[src/rtl/bus_decoder_pkg.sv]
// Shared types and default address map for the bus decoder.
package bus_decoder_pkg;

    typedef enum logic [1:0] {
        IDLE    = 2'd0,
        BUSY    = 2'd1,
        TIMEOUT = 2'd2
    } state_t;

    localparam int NUM_SLAVES_DEFAULT = 4;

    localparam logic [NUM_SLAVES_DEFAULT*32-1:0] DEFAULT_SLAVE_BASE =
        {32'h3000_0000, 32'h2000_0000, 32'h1000_0000, 32'h0000_0000};

    localparam logic [NUM_SLAVES_DEFAULT*32-1:0] DEFAULT_SLAVE_MASK =
        {32'hFFFF_FF00, 32'hFFFF_F000, 32'hFFFF_0000, 32'hFFFF_0000};

    localparam int DEFAULT_TIMEOUT_CYCLES = 255;

endpackage

[src/rtl/bus_watchdog.sv]
// Saturating wait-cycle counter; expired flags TIMEOUT_CYCLES waits without ready.
module bus_watchdog
    import bus_decoder_pkg::*;
#(
    parameter int TIMEOUT_CYCLES = DEFAULT_TIMEOUT_CYCLES,
    localparam int CNT_W = $clog2(TIMEOUT_CYCLES + 1)
) (
    input  logic clk,
    input  logic reset,
    input  logic start,
    input  logic clear,
    input  logic tick,
    output logic expired
);

    localparam logic [CNT_W-1:0] LIMIT = CNT_W'(TIMEOUT_CYCLES);

    logic [CNT_W-1:0] wait_cnt;

    // start loads 1 because the request cycle spent in IDLE already counts as a wait
    always_ff @(posedge clk) begin
        if (reset || clear) begin
            wait_cnt <= '0;
        end else if (start) begin
            wait_cnt <= CNT_W'(1);
        end else if (tick && (wait_cnt != LIMIT)) begin
            wait_cnt <= wait_cnt + CNT_W'(1);
        end
    end

    assign expired = (wait_cnt == LIMIT);

endmodule

[src/rtl/bus_decoder.sv]
// Routes the shared memory bus to one slave by address window, with watchdog
// termination of unmapped or hung accesses and a sticky fault-address record.
//
//   state   | meaning
//   IDLE    | no transfer in flight; decode address_in combinationally
//   BUSY    | waiting on latched slave sel_q
//   TIMEOUT | one-cycle forced fault completion, no slave selected
module bus_decoder
    import bus_decoder_pkg::*;
#(
    parameter int                         NUM_SLAVES     = NUM_SLAVES_DEFAULT,
    parameter logic [NUM_SLAVES*32-1:0]   SLAVE_BASE     = DEFAULT_SLAVE_BASE,
    parameter logic [NUM_SLAVES*32-1:0]   SLAVE_MASK     = DEFAULT_SLAVE_MASK,
    parameter int                         TIMEOUT_CYCLES = DEFAULT_TIMEOUT_CYCLES
) (
    input  logic                       clk,
    input  logic                       reset,
    input  logic [31:0]                address_in,
    input  logic                       read_in,
    input  logic                       write_in,
    input  logic [3:0]                 write_mask_in,
    input  logic [31:0]                write_value_in,
    output logic [31:0]                read_value_out,
    output logic                       ready_out,
    output logic                       fault_out,
    output logic [NUM_SLAVES-1:0]      slave_sel_out,
    output logic [31:0]                slave_address_out,
    output logic                       slave_read_out,
    output logic                       slave_write_out,
    output logic [3:0]                 slave_write_mask_out,
    output logic [31:0]                slave_write_value_out,
    input  logic [NUM_SLAVES*32-1:0]   slave_read_value_in,
    input  logic [NUM_SLAVES-1:0]      slave_ready_in,
    input  logic [NUM_SLAVES-1:0]      slave_fault_in,
    output logic [31:0]                fault_addr_out,
    output logic                       fault_valid_out
);

    localparam int IDX_W = (NUM_SLAVES > 1) ? $clog2(NUM_SLAVES) : 1;

    state_t           state_q, state_d;
    logic [IDX_W-1:0] sel_q, sel_d;

    logic [NUM_SLAVES-1:0] match;
    logic                  hit;
    logic [IDX_W-1:0]      hit_idx;
    logic                  active;

    logic             route_valid;
    logic [IDX_W-1:0] route_idx;
    logic             route_ready;

    logic wd_start, wd_clear, wd_tick, wd_expired;

    assign active = read_in || write_in;

    for (genvar i = 0; i < NUM_SLAVES; i++) begin : g_match
        assign match[i] = ((address_in & SLAVE_MASK[i*32 +: 32]) == SLAVE_BASE[i*32 +: 32]);
    end

    // Scan high to low so the lowest matching index is the one left standing
    always_comb begin
        hit     = 1'b0;
        hit_idx = '0;
        for (int i = NUM_SLAVES - 1; i >= 0; i--) begin
            if (match[i]) begin
                hit     = 1'b1;
                hit_idx = IDX_W'(i);
            end
        end
    end

    always_ff @(posedge clk) begin
        if (reset) begin
            state_q <= IDLE;
            sel_q   <= '0;
        end else begin
            state_q <= state_d;
            sel_q   <= sel_d;
        end
    end

    always_comb begin
        state_d     = state_q;
        sel_d       = sel_q;
        wd_start    = 1'b0;
        wd_clear    = 1'b0;
        wd_tick     = 1'b0;
        route_valid = 1'b0;
        route_idx   = sel_q;

        case (state_q)
            IDLE: begin
                route_valid = active && hit;
                route_idx   = hit_idx;
            end
            BUSY:    route_valid = active;
            default: route_valid = 1'b0;
        endcase

        route_ready = route_valid && slave_ready_in[route_idx];

        slave_sel_out   = '0;
        slave_read_out  = 1'b0;
        slave_write_out = 1'b0;
        ready_out       = 1'b0;
        fault_out       = 1'b0;
        read_value_out  = '0;

        if (route_valid) begin
            slave_sel_out   = NUM_SLAVES'(1) << route_idx;
            slave_read_out  = read_in;
            slave_write_out = write_in;
            ready_out       = route_ready;
            fault_out       = route_ready && slave_fault_in[route_idx];
            if (route_ready) begin
                read_value_out = slave_read_value_in[int'(route_idx)*32 +: 32];
            end
        end

        case (state_q)
            IDLE: begin
                if (active && !hit) begin
                    ready_out = 1'b1;
                    fault_out = 1'b1;
                end else if (route_valid && !route_ready) begin
                    state_d  = BUSY;
                    sel_d    = hit_idx;
                    wd_start = 1'b1;
                end
            end
            BUSY: begin
                if (!active || route_ready) begin
                    state_d  = IDLE;
                    wd_clear = 1'b1;
                end else if (wd_expired) begin
                    state_d  = TIMEOUT;
                    wd_clear = 1'b1;
                end else begin
                    wd_tick = 1'b1;
                end
            end
            TIMEOUT: begin
                ready_out = 1'b1;
                fault_out = 1'b1;
                state_d   = IDLE;
            end
            default: state_d = IDLE;
        endcase
    end

    assign slave_address_out     = address_in;
    assign slave_write_mask_out  = write_mask_in;
    assign slave_write_value_out = write_value_in;

    always_ff @(posedge clk) begin
        if (reset) begin
            fault_addr_out  <= '0;
            fault_valid_out <= 1'b0;
        end else if (ready_out && fault_out) begin
            fault_addr_out  <= address_in;
            fault_valid_out <= 1'b1;
        end
    end

    bus_watchdog #(
        .TIMEOUT_CYCLES(TIMEOUT_CYCLES)
    ) u_wd (
        .clk     (clk),
        .reset   (reset),
        .start   (wd_start),
        .clear   (wd_clear),
        .tick    (wd_tick),
        .expired (wd_expired)
    );

endmodule

[config.mk]
export PLATFORM = sky130hd
export DESIGN_NAME = bus_decoder
export DESIGN_NICKNAME = d
export VERILOG_FILES = /design/src/rtl/bus_decoder_pkg.sv /design/src/rtl/bus_watchdog.sv /design/src/rtl/bus_decoder.sv
export SDC_FILE = /design/constraint.sdc
export NUM_CORES = 1
export LEC_CHECK = 0
export BUFFER_PORTS_ARGS = -buffer_cell sky130_fd_sc_hd__buf_2
export CAP_MARGIN = 5
export CORE_AREA = 2 2 136 138
export CTS_BUF_LIST = sky130_fd_sc_hd__clkbuf_8
export CTS_CLUSTER_DIAMETER = 40
export DETAILED_ROUTE_END_ITERATION = 10
export DIE_AREA = 0 0 138 140
export SKIP_LAST_GASP = 1
export SLEW_MARGIN = 20
export SYNTH_ARGS = -nofsm -noshare
export SYNTH_HDL_FRONTEND = slang
export SYNTH_SLANG_ARGS = --single-unit
[constraint.sdc]
create_clock -name clk -period 7.14 [get_ports clk]
set_input_delay 1.785 -clock clk [delete_from_list [all_inputs] [get_ports clk]]
set_output_delay 1.785 -clock clk [all_outputs]
set_load 0.01 [all_outputs]
==> flow_metrics.py, run 1 <==
metrics = {
    "floorplanning": {
        "rows": 49,
        "die_area_mm2": 0.01932,
        "start_util_pct": 23.41,
        "io-pin-count": 349,
        "core_area_mm2": 0.01778,
        "die_x_um": 138,
        "die_y_um": 140,
    },
    "worst_setup_path": {
        "r2r_slack_ns": 4.02,
        "r2r-end": "fault_addr_out[14]",
        "critPathCaptureType": "output pin",
        "worstReg2RegStart": "state_q[1]",
        "path_buf_inv": 3,
        "max_stage_delay_ns": 0.60,
        "crit_family": "simple AND/OR/NAND/NOR gates",
        "crit_chain": "buf_2 -> nor4_2 -> a21boi_1 -> or4b_1 -> nand2_4 -> o211ai_4 -> buf_4 -> a211oi_1 -> buf_2",
        "crit_required_ns": 5.36,
        "cpMaxStageDelayCell": "or4b_1",
        "rr_worst_depth": 8,
        "arrival_ns": 4.56,
        "crit_type": "input port to output pin",
        "cpMostUsedCell": "buf_2",
        "critPathLaunchType": "input port",
        "cp_max_fo": 27,
    },
    "placement": {
        "gp_congestion": 0.7887,
        "placed_cell_area_mm2": 0.005211,
        "place_ws_ns": 0.8071,
        "dp.cells": 897,
        "dp_hpwl_mm": 11.13,
        "io_buffers": 276,
    },
    "layout": {
        "nets": 884,
        "regArea_um2": 900.9,
        "fin_cells": 906,
        "stdcell_area_mm2": 0.005296,
        "area_growth_syn_to_layout_pct": 27.23,
        "fillers": 1938,
        "final_core_util_pct": 29.79,
        "drive_gt1_share_pct": 46.30,
        "multiInputGateArea_mm2": 0.002551,
    },
    "timing": {
        "setup_viol": 0,
        "slew_violations": 0,
        "setup_slack_ns": 0.7979,
        "fmax_mhz": 157.7,
        "grt_setup_unrepaired": "no",
        "worstMarginPinSlew_ns": 1.114,
        "skew_ns": 0.004171,
        "holdWs_ns": 0.4644,
        "max_slew_margin_pct": 25.74,
        "setup_tns_ns": 0,
        "finalCritPeriodShare_pct": 88.83,
        "hold_viol_final": 0,
        "min_period_ns": 6.342,
    },
    "pwr": {
        "ir_worst_vdd_uv": 56.24,
        "p_total_uw": 577.6,
        "powerDensity_mw_per_mm2": 109.1,
        "p_leak_nw": 2.415,
    },
    "synth": {
        "seq_area_frac_synth_pct": 21.64,
        "netlist-cell-type-count": 49,
        "synth_common_cells": "68 x a211oi_1, 68 x buf_4, 65 x mux2i_1, 64 x nand2b_1, 45 x dfxtp_1",
        "synth_top_area_share_pct": 21.64,
        "ys_seq_elements": 45,
        "synth-main-ff-cell": "dfxtp_1",
        "synth_top_area_cell": "dfxtp_1",
        "syn_area_mm2": 0.004163,
        "synth_edf_count": 0,
        "async_flop_share_pct": 0,
        "synthesis.nets": 700,
        "syn_inst": 491,
        "synthTopCellsByArea": "dfxtp_1 22%, mux2i_1 16%, a211oi_1 12%, buf_4 12%, nand2b_1 9.6%",
        "avgSynthCellArea_um2": 8.478,
        "ys_warn_count": 0,
    },
    "flow_run": {
        "drv_cap": 0,
    },
    "clock_tree": {
        "clk_pin_slew_ns": 0.09,
        "clock-sinks": 45,
        "cts-hold-fix-buffers": 0,
        "htreeDepth": 2,
        "cts-root-buf": "clkbuf_8",
        "ctsResizeCount": 0,
        "post_cts_buffers": 0,
        "clockBufferDepth": 2,
        "cts_tree": "done",
        "worstSkewPairLatency_ns": 0.30,
        "cts_buffers": 5,
    },
    "min_path": {
        "whs_endpoint": "fault_valid_out",
        "hold_depth": 2,
        "hold_start": "fault_valid_out",
        "hold_class": "flop to flop",
    },
    "global_route": {
        "grt_max_degree": 72,
        "grt_pass1_vias": 4137,
        "grt_pass1_wl_mm": 21.91,
        "grt.overflow.total": 0,
        "antenna_found_initial": 4,
        "grtUsageTotal_pct": 14.03,
    },
    "drt": {
        "detail-route-antenna-nets": 0,
        "drc": 0,
        "via_per_inst": 4.694,
        "drt_first_pass_iters": 4,
        "wl_per_cell_um": 15.71,
        "vias": 4253,
        "routed_wl_mm": 14.24,
        "drtIter0Drc": 111,
    },
    "run_status": {
        "status": "complete, no violations",
    },
}
==> registers in the layout, indices dropped and copies added, names as in the netlist <==
name and cells:
fault_addr_out 32, fault_valid_out 1, sel_q 2, state_q 2, u_wd.wait_cnt 8
==> worst max-delay path by stage <==
stage / start / end / depth (start not counted)
global placement: address_in[8] / read_value_out[9] / 9
CTS: address_in[8] / read_value_out[13] / 9
global route: address_in[12] / read_value_out[20] / 9
finish: address_in[12] / read_value_out[7] / 9
floorplan: address_in[12] / read_value_out[12] / 9
detailed placement: address_in[8] / read_value_out[13] / 9
==> cell type report <==
class	count	area share (%)
antenna	1	0.04725
clock inverter	3	0.2599
inverter	7	0.4961
clock buffer	5	1.299
sequential	45	17.01
multi-input combinational	333	48.17
tap	229	5.410
timing repair buffer	283	27.31
==> layout by cell type (no fill, tap or decap), types with 2 or more instances in the layout <==
cell and count:
clkbuf_8 5, nor4_4 3, nand2_1 6, and3_1 36, nand3_1 11, o21ai_1 3
nor2_1 18, buf_2 276, a211oi_2 3, nor3_1 4, a21oi_1 4, inv_1 7
and2_1 3, or4_1 5, buf_4 6, o21ai_0 3, nor4_1 2, nand2b_1 64
clkinv_2 2, o31ai_1 5, o21a_1 2, mux2i_1 65, nand4_1 3, dfxtp_1 45
a211oi_1 68
==> worst register-to-register path, cell delays in order (launching register included) <==
cell	delay, ns
dfxtp_1	0.41
nor2_2	0.27
nand4_1	0.24
o21ai_4	0.22
buf_4	0.56
nand3_1	0.32
a31oi_4	0.25
buf_4	0.49
mux2i_1	0.29
==> power breakdown <==
part | internal, mW | leakage [nW] | total (mW) | switching, mW
Sequential | 0.263 | 0.371 | 0.269 | 0.00565
Clock | 0.0667 | 0.0491 | 0.156 | 0.0897
Combinational | 0.0791 | 2.00 | 0.152 | 0.0731
==> kinds of logic after synthesis <==
family                     Yosys count  synth area share (%)
buffers and inverters              113                 18.00
and+or+nand+nor                    165                 25.46
adders and majority gates            1                0.3005
DFF                                 45                 21.64
muxes                               66                 15.90
AOI/OAI and AO/OA                  101                 18.70
==> metal layers <==
layer  wire length (µm)  GRT usage, %  vias to the layer above
met1               5793         16.32                     1907
met4                267         4.082                        6
met5                 38             0                        -
met2               7056         25.25                      224
met3               1080         3.829                       20
li1                   -             -                     2096
Note: power is estimated with default switching activity, not from simulation.
==> run 2, diff against run 1 <==
--- a/config.mk
+++ b/config.mk
@@ -12,6 +12,7 @@
 export CTS_CLUSTER_DIAMETER = 40
 export DETAILED_ROUTE_END_ITERATION = 10
 export DIE_AREA = 0 0 138 140
+export PLACE_DENSITY = 0.57
 export SKIP_LAST_GASP = 1
 export SLEW_MARGIN = 20
 export SYNTH_ARGS = -nofsm -noshare
==> flow_metrics.py, run 2 (synthesis results as in run 1) <==
metrics = {
    "layout": {
        "final_common_cell": "buf_2",
        "fillers": 1907,
        "antennaDiodeCount": 0,
        "stdcell_area_mm2": 0.005339,
        "drive_gt1_share_pct": 46.37,
        "mostFrequentLayoutCells": "276 x buf_2, 68 x a211oi_1, 65 x mux2i_1",
        "nets": 883,
        "fin_cells": 904,
        "final_core_util_pct": 30.03,
        "area_growth_syn_to_layout_pct": 28.25,
        "largest_reg_flops": 32,
        "top_regs": "fault_addr_out: 32 flops, u_wd.wait_cnt: 8 flops",
        "top_register": "fault_addr_out",
    },
    "timing": {
        "setup_tns_ns": 0,
        "worstMarginPinSlew_ns": 0.9170,
        "holdWs_ns": 0.4652,
        "min_period_ns": 6.338,
        "skew_ns": 0.007181,
        "slew_violations": 0,
        "max_slew_margin_pct": 38.87,
        "setup_viol": 0,
        "hold_viol_final": 0,
        "finalCritPeriodShare_pct": 88.76,
        "setup_slack_ns": 0.8025,
        "fmax_mhz": 157.8,
        "grt_setup_unrepaired": "no",
    },
    "floorplanning": {
        "io-pin-count": 349,
        "core_area_mm2": 0.01778,
        "die_area_mm2": 0.01932,
        "rows": 49,
        "die_y_um": 140,
        "die_x_um": 138,
        "start_util_pct": 23.41,
    },
    "worst_setup_path": {
        "cp_max_fo": 36,
        "arrival_ns": 4.55,
        "critPathLaunchType": "input port",
        "critPathCaptureType": "output pin",
        "crit_type": "input port to output pin",
        "worstReg2RegStart": "state_q[1]",
        "cp-startpoint": "address_in[12]",
        "crit_required_ns": 5.36,
    },
    "drt": {
        "detail-route-antenna-nets": 0,
        "wl_per_cell_um": 15.27,
        "routed_wl_mm": 13.80,
        "drc": 0,
        "drt_first_pass_iters": 4,
        "drtIter0Drc": 117,
        "vias": 4164,
        "via_per_inst": 4.606,
    },
    "clock_tree": {
        "post_cts_buffers": 0,
        "cts_tree": "done",
        "cts-hold-fix-buffers": 0,
        "cts_buffers": 5,
        "htreeDepth": 2,
        "clockBufferDepth": 2,
        "clk_pin_slew_ns": 0.08,
        "worstSkewPairLatency_ns": 0.30,
        "cts-root-buf": "clkbuf_8",
        "clock-sinks": 45,
        "ctsResizeCount": 0,
    },
    "run_status": {
        "status": "complete, no violations",
    },
    "global_route": {
        "grt_max_degree": 72,
        "grt.overflow.total": 0,
        "grtUsageTotal_pct": 13.61,
        "antenna_found_initial": 0,
        "grt_pass1_wl_mm": 21.28,
        "grt_pass1_vias": 3985,
    },
    "placement": {
        "gp_congestion": 0.7492,
        "placed_cell_area_mm2": 0.005223,
        "dp.cells": 896,
        "place_ws_ns": 0.7853,
        "dp_hpwl_mm": 10.75,
        "io_buffers": 276,
    },
    "min_path": {
        "hold_start": "fault_valid_out",
        "hold_class": "flop to flop",
    },
    "pwr": {
        "powerDensity_mw_per_mm2": 116.8,
        "ir_worst_vdd_uv": 80.14,
        "p_leak_nw": 2.432,
        "p_total_uw": 623.5,
    },
    "flow_run": {
        "drv_cap": 0,
    },
}
## run 2: worst paths after layout
path / end / slack, ns / depth (start not counted)
setup / recovery: read_value_out[12] / 0.80 / 9
hold / removal: fault_valid_out / 0.47 / 2
setup reg to reg: fault_addr_out[19] / 4.10 / 8
hold reg to reg: fault_valid_out / 0.47 / 2
## run 2: critical path, stage by stage
cell,delay (ns)
buf_2,0.12
nor4_2,0.49
a21boi_1,0.25
or4b_1,0.60
nand2_4,0.42
buf_12,0.28
mux2i_1,0.29
a211oi_1,0.10
buf_2,0.18
## run 2: per-layer routing
metal  track usage [%]  share of wire [%]
met5                 0                  0
met4             3.598                1.3
met3             3.111                7.2
met2             24.65                 49
met1             16.20                 43
## run 2: final cells by class
class                           instances  area [µm²]  area share (%)
Multi-Input combinational cell        333        2557           47.90
Timing Repair Buffer                  282        1451           27.19
Sequential cell                        45       900.9           16.87
Tap cell                              229       286.5           5.367
Clock buffer                            6       82.58           1.547
Clock inverter                          2       33.78          0.6328
Inverter                                7       26.28          0.4921
## run 2: where the power goes
part	total, mW	switching, mW	internal, mW
combinational	0.152	0.0735	0.0789
sequential	0.269	0.00561	0.263
clock	0.202	0.0893	0.113
total	0.623	0.168	0.455
==> run 3, diff against run 2 <==
--- a/config.mk
+++ b/config.mk
@@ -7,12 +7,13 @@
 export LEC_CHECK = 0
 export BUFFER_PORTS_ARGS = -buffer_cell sky130_fd_sc_hd__buf_2
 export CAP_MARGIN = 5
-export CORE_AREA = 2 2 136 138
+export CELL_PAD_IN_SITES_DETAIL_PLACEMENT = 2
+export CELL_PAD_IN_SITES_GLOBAL_PLACEMENT = 2
+export CORE_UTILIZATION = 18
 export CTS_BUF_LIST = sky130_fd_sc_hd__clkbuf_8
 export CTS_CLUSTER_DIAMETER = 40
 export DETAILED_ROUTE_END_ITERATION = 10
-export DIE_AREA = 0 0 138 140
-export PLACE_DENSITY = 0.57
+export PLACE_DENSITY = 0.83
 export SKIP_LAST_GASP = 1
 export SLEW_MARGIN = 20
 export SYNTH_ARGS = -nofsm -noshare
==> constraint.sdc (replaced) <==
create_clock -name clk -period 5.72 [get_ports clk]
set_input_delay 1.43 -clock clk [delete_from_list [all_inputs] [get_ports clk]]
set_output_delay 1.43 -clock clk [all_outputs]
set_load 0.01 [all_outputs]
==> flow_metrics.py, run 3 (synthesis results as in run 1) <==
metrics = {
    "run_status": {
        "status": "complete, no violations",
    },
    "drt": {
        "via_per_inst": 4.599,
        "drc": 0,
        "drt_first_pass_iters": 4,
        "wl_per_cell_um": 17.05,
        "detail-route-antenna-nets": 0,
        "routed_wl_mm": 16.50,
        "vias": 4452,
        "drtIter0Drc": 124,
    },
    "worst_setup_path": {
        "cp_max_fo": 35,
        "rr_worst_depth": 8,
        "crit_type": "input port to output pin",
        "critPathCaptureType": "output pin",
        "critPathLaunchType": "input port",
        "r2r_slack_ns": 2.63,
        "crit_required_ns": 4.29,
        "cp-startpoint": "address_in[12]",
        "r2r-end": "fault_addr_out[31]",
        "arrival_ns": 4.00,
        "cp-endpoint": "read_value_out[27]",
        "worstReg2RegStart": "state_q[1]",
    },
    "placement": {
        "gp_congestion": 0.8161,
        "dp.cells": 959,
        "io_buffers": 276,
        "dp_hpwl_mm": 13.16,
    },
    "clock_tree": {
        "cts-hold-fix-buffers": 0,
        "cts_buffers": 5,
        "clockBufferDepth": 2,
        "ctsResizeCount": 0,
        "post_cts_buffers": 0,
        "clock-sinks": 45,
        "cts_tree": "done",
        "cts-root-buf": "clkbuf_8",
        "clk_pin_slew_ns": 0.10,
        "worstSkewPairLatency_ns": 0.31,
        "htreeDepth": 2,
    },
    "timing": {
        "hold_viol_final": 0,
        "worstMarginPinSlew_ns": 0.8904,
        "skew_ns": 0.01073,
        "setup_tns_ns": 0,
        "holdWs_ns": 0.4535,
        "setup_viol": 0,
        "grt_setup_unrepaired": "no",
        "max_slew_margin_pct": 40.63,
        "finalCritPeriodShare_pct": 94.90,
        "min_period_ns": 5.429,
        "fmax_mhz": 184.2,
        "slew_violations": 0,
    },
    "layout": {
        "fin_cells": 968,
        "top_register": "fault_addr_out",
        "final_common_cell": "buf_2",
        "nets": 890,
        "mostFrequentLayoutCells": "276 x buf_2, 68 x a211oi_1, 65 x mux2i_1",
        "largest_reg_flops": 32,
        "top_regs": "fault_addr_out: 32 flops, u_wd.wait_cnt: 8 flops",
        "area_growth_syn_to_layout_pct": 30.99,
        "drive_gt1_share_pct": 46.77,
    },
    "floorplanning": {
        "rows": 55,
        "die_x_um": 154.1,
        "io-pin-count": 349,
        "die_y_um": 154.1,
        "core_area_mm2": 0.02264,
        "start_util_pct": 18.39,
        "die_area_mm2": 0.02374,
    },
    "pwr": {
        "ir_worst_vdd_uv": 74.43,
        "p_leak_nw": 2.457,
        "powerDensity_mw_per_mm2": 143.5,
    },
    "global_route": {
        "grt_max_degree": 72,
        "grt.overflow.total": 0,
        "grt_pass1_vias": 4783,
        "grt_pass1_wl_mm": 25.10,
        "grtUsageTotal_pct": 13.44,
        "antenna_found_initial": 2,
    },
    "min_path": {
        "hold_depth": 2,
        "hold_class": "flop to flop",
    },
    "flow_run": {
        "drv_cap": 0,
    },
}
[run 3: cell count changes in the layout (fill, tap and decap cells not counted), sizes merged]
cell    change
buf         +7
clkinv      +1
diode       +1
clkbuf      -1
[run 3: power by group]
group,total [mW],switching (mW),internal [mW]
combinational,0.194,0.0950,0.0988
clock,0.252,0.123,0.130
sequential,0.336,0.00745,0.329
total,0.783,0.225,0.557
[run 3: worst min-delay path by stage]
| stage | slack (ns) | start | endpoint |
|---|---|---|---|
| floorplan | 0.46 | sel_q[1] | sel_q[1] |
| global placement | 0.43 | fault_valid_out | fault_valid_out |
| detailed placement | 0.44 | fault_valid_out | fault_valid_out |
| CTS | 0.46 | fault_valid_out | fault_valid_out |
| global route | 0.46 | fault_valid_out | fault_valid_out |
| finish | 0.45 | fault_valid_out | fault_valid_out |
[run 3: layout make-up]
type,instances,area (µm²)
Fill cell,2719,17190
Sequential cell,45,900.9
Multi-Input combinational cell,333,2551
Antenna cell,1,2.502
Timing Repair Buffer,289,1504
Inverter,7,26.28
Clock inverter,3,42.54
Clock buffer,5,68.82
Tap cell,285,356.6
[run 3: layer usage]
layer  part of all wire (%)  wire (µm)  GRT usage, %  vias to the layer above
li1                       -          -             -                     2100
met1                     39       6478         14.34                     2127
met2                     52       8579         25.97                      212
met3                    7.5       1245         3.664                       11
met4                    1.1        186         3.000                        2
met5                  0.085         14             0                        -
[run 3: per-stage QoR]
stage               cell area (µm²)  worst slack (ns)  util [%]  power (mW)
floorplan                      4163            0.7800         -      0.4691
global placement               5339            0.3706     23.58      0.5337
detailed placement             5339            0.3077     23.58      0.5417
CTS                            5450            0.2881     24.07      0.7992
global route                   5453            0.1355     24.08      0.8274
finish                         5453            0.2915     24.08      0.7826
[run 3: critical path, stage by stage]
cell and delay [ns]:
buf_2 0.13, nor4_2 0.47, a21boi_1 0.23, or4b_1 0.63, buf_4 0.29, and3_1 0.27, a211oi_1 0.24, a211oi_1 0.10
buf_2 0.19
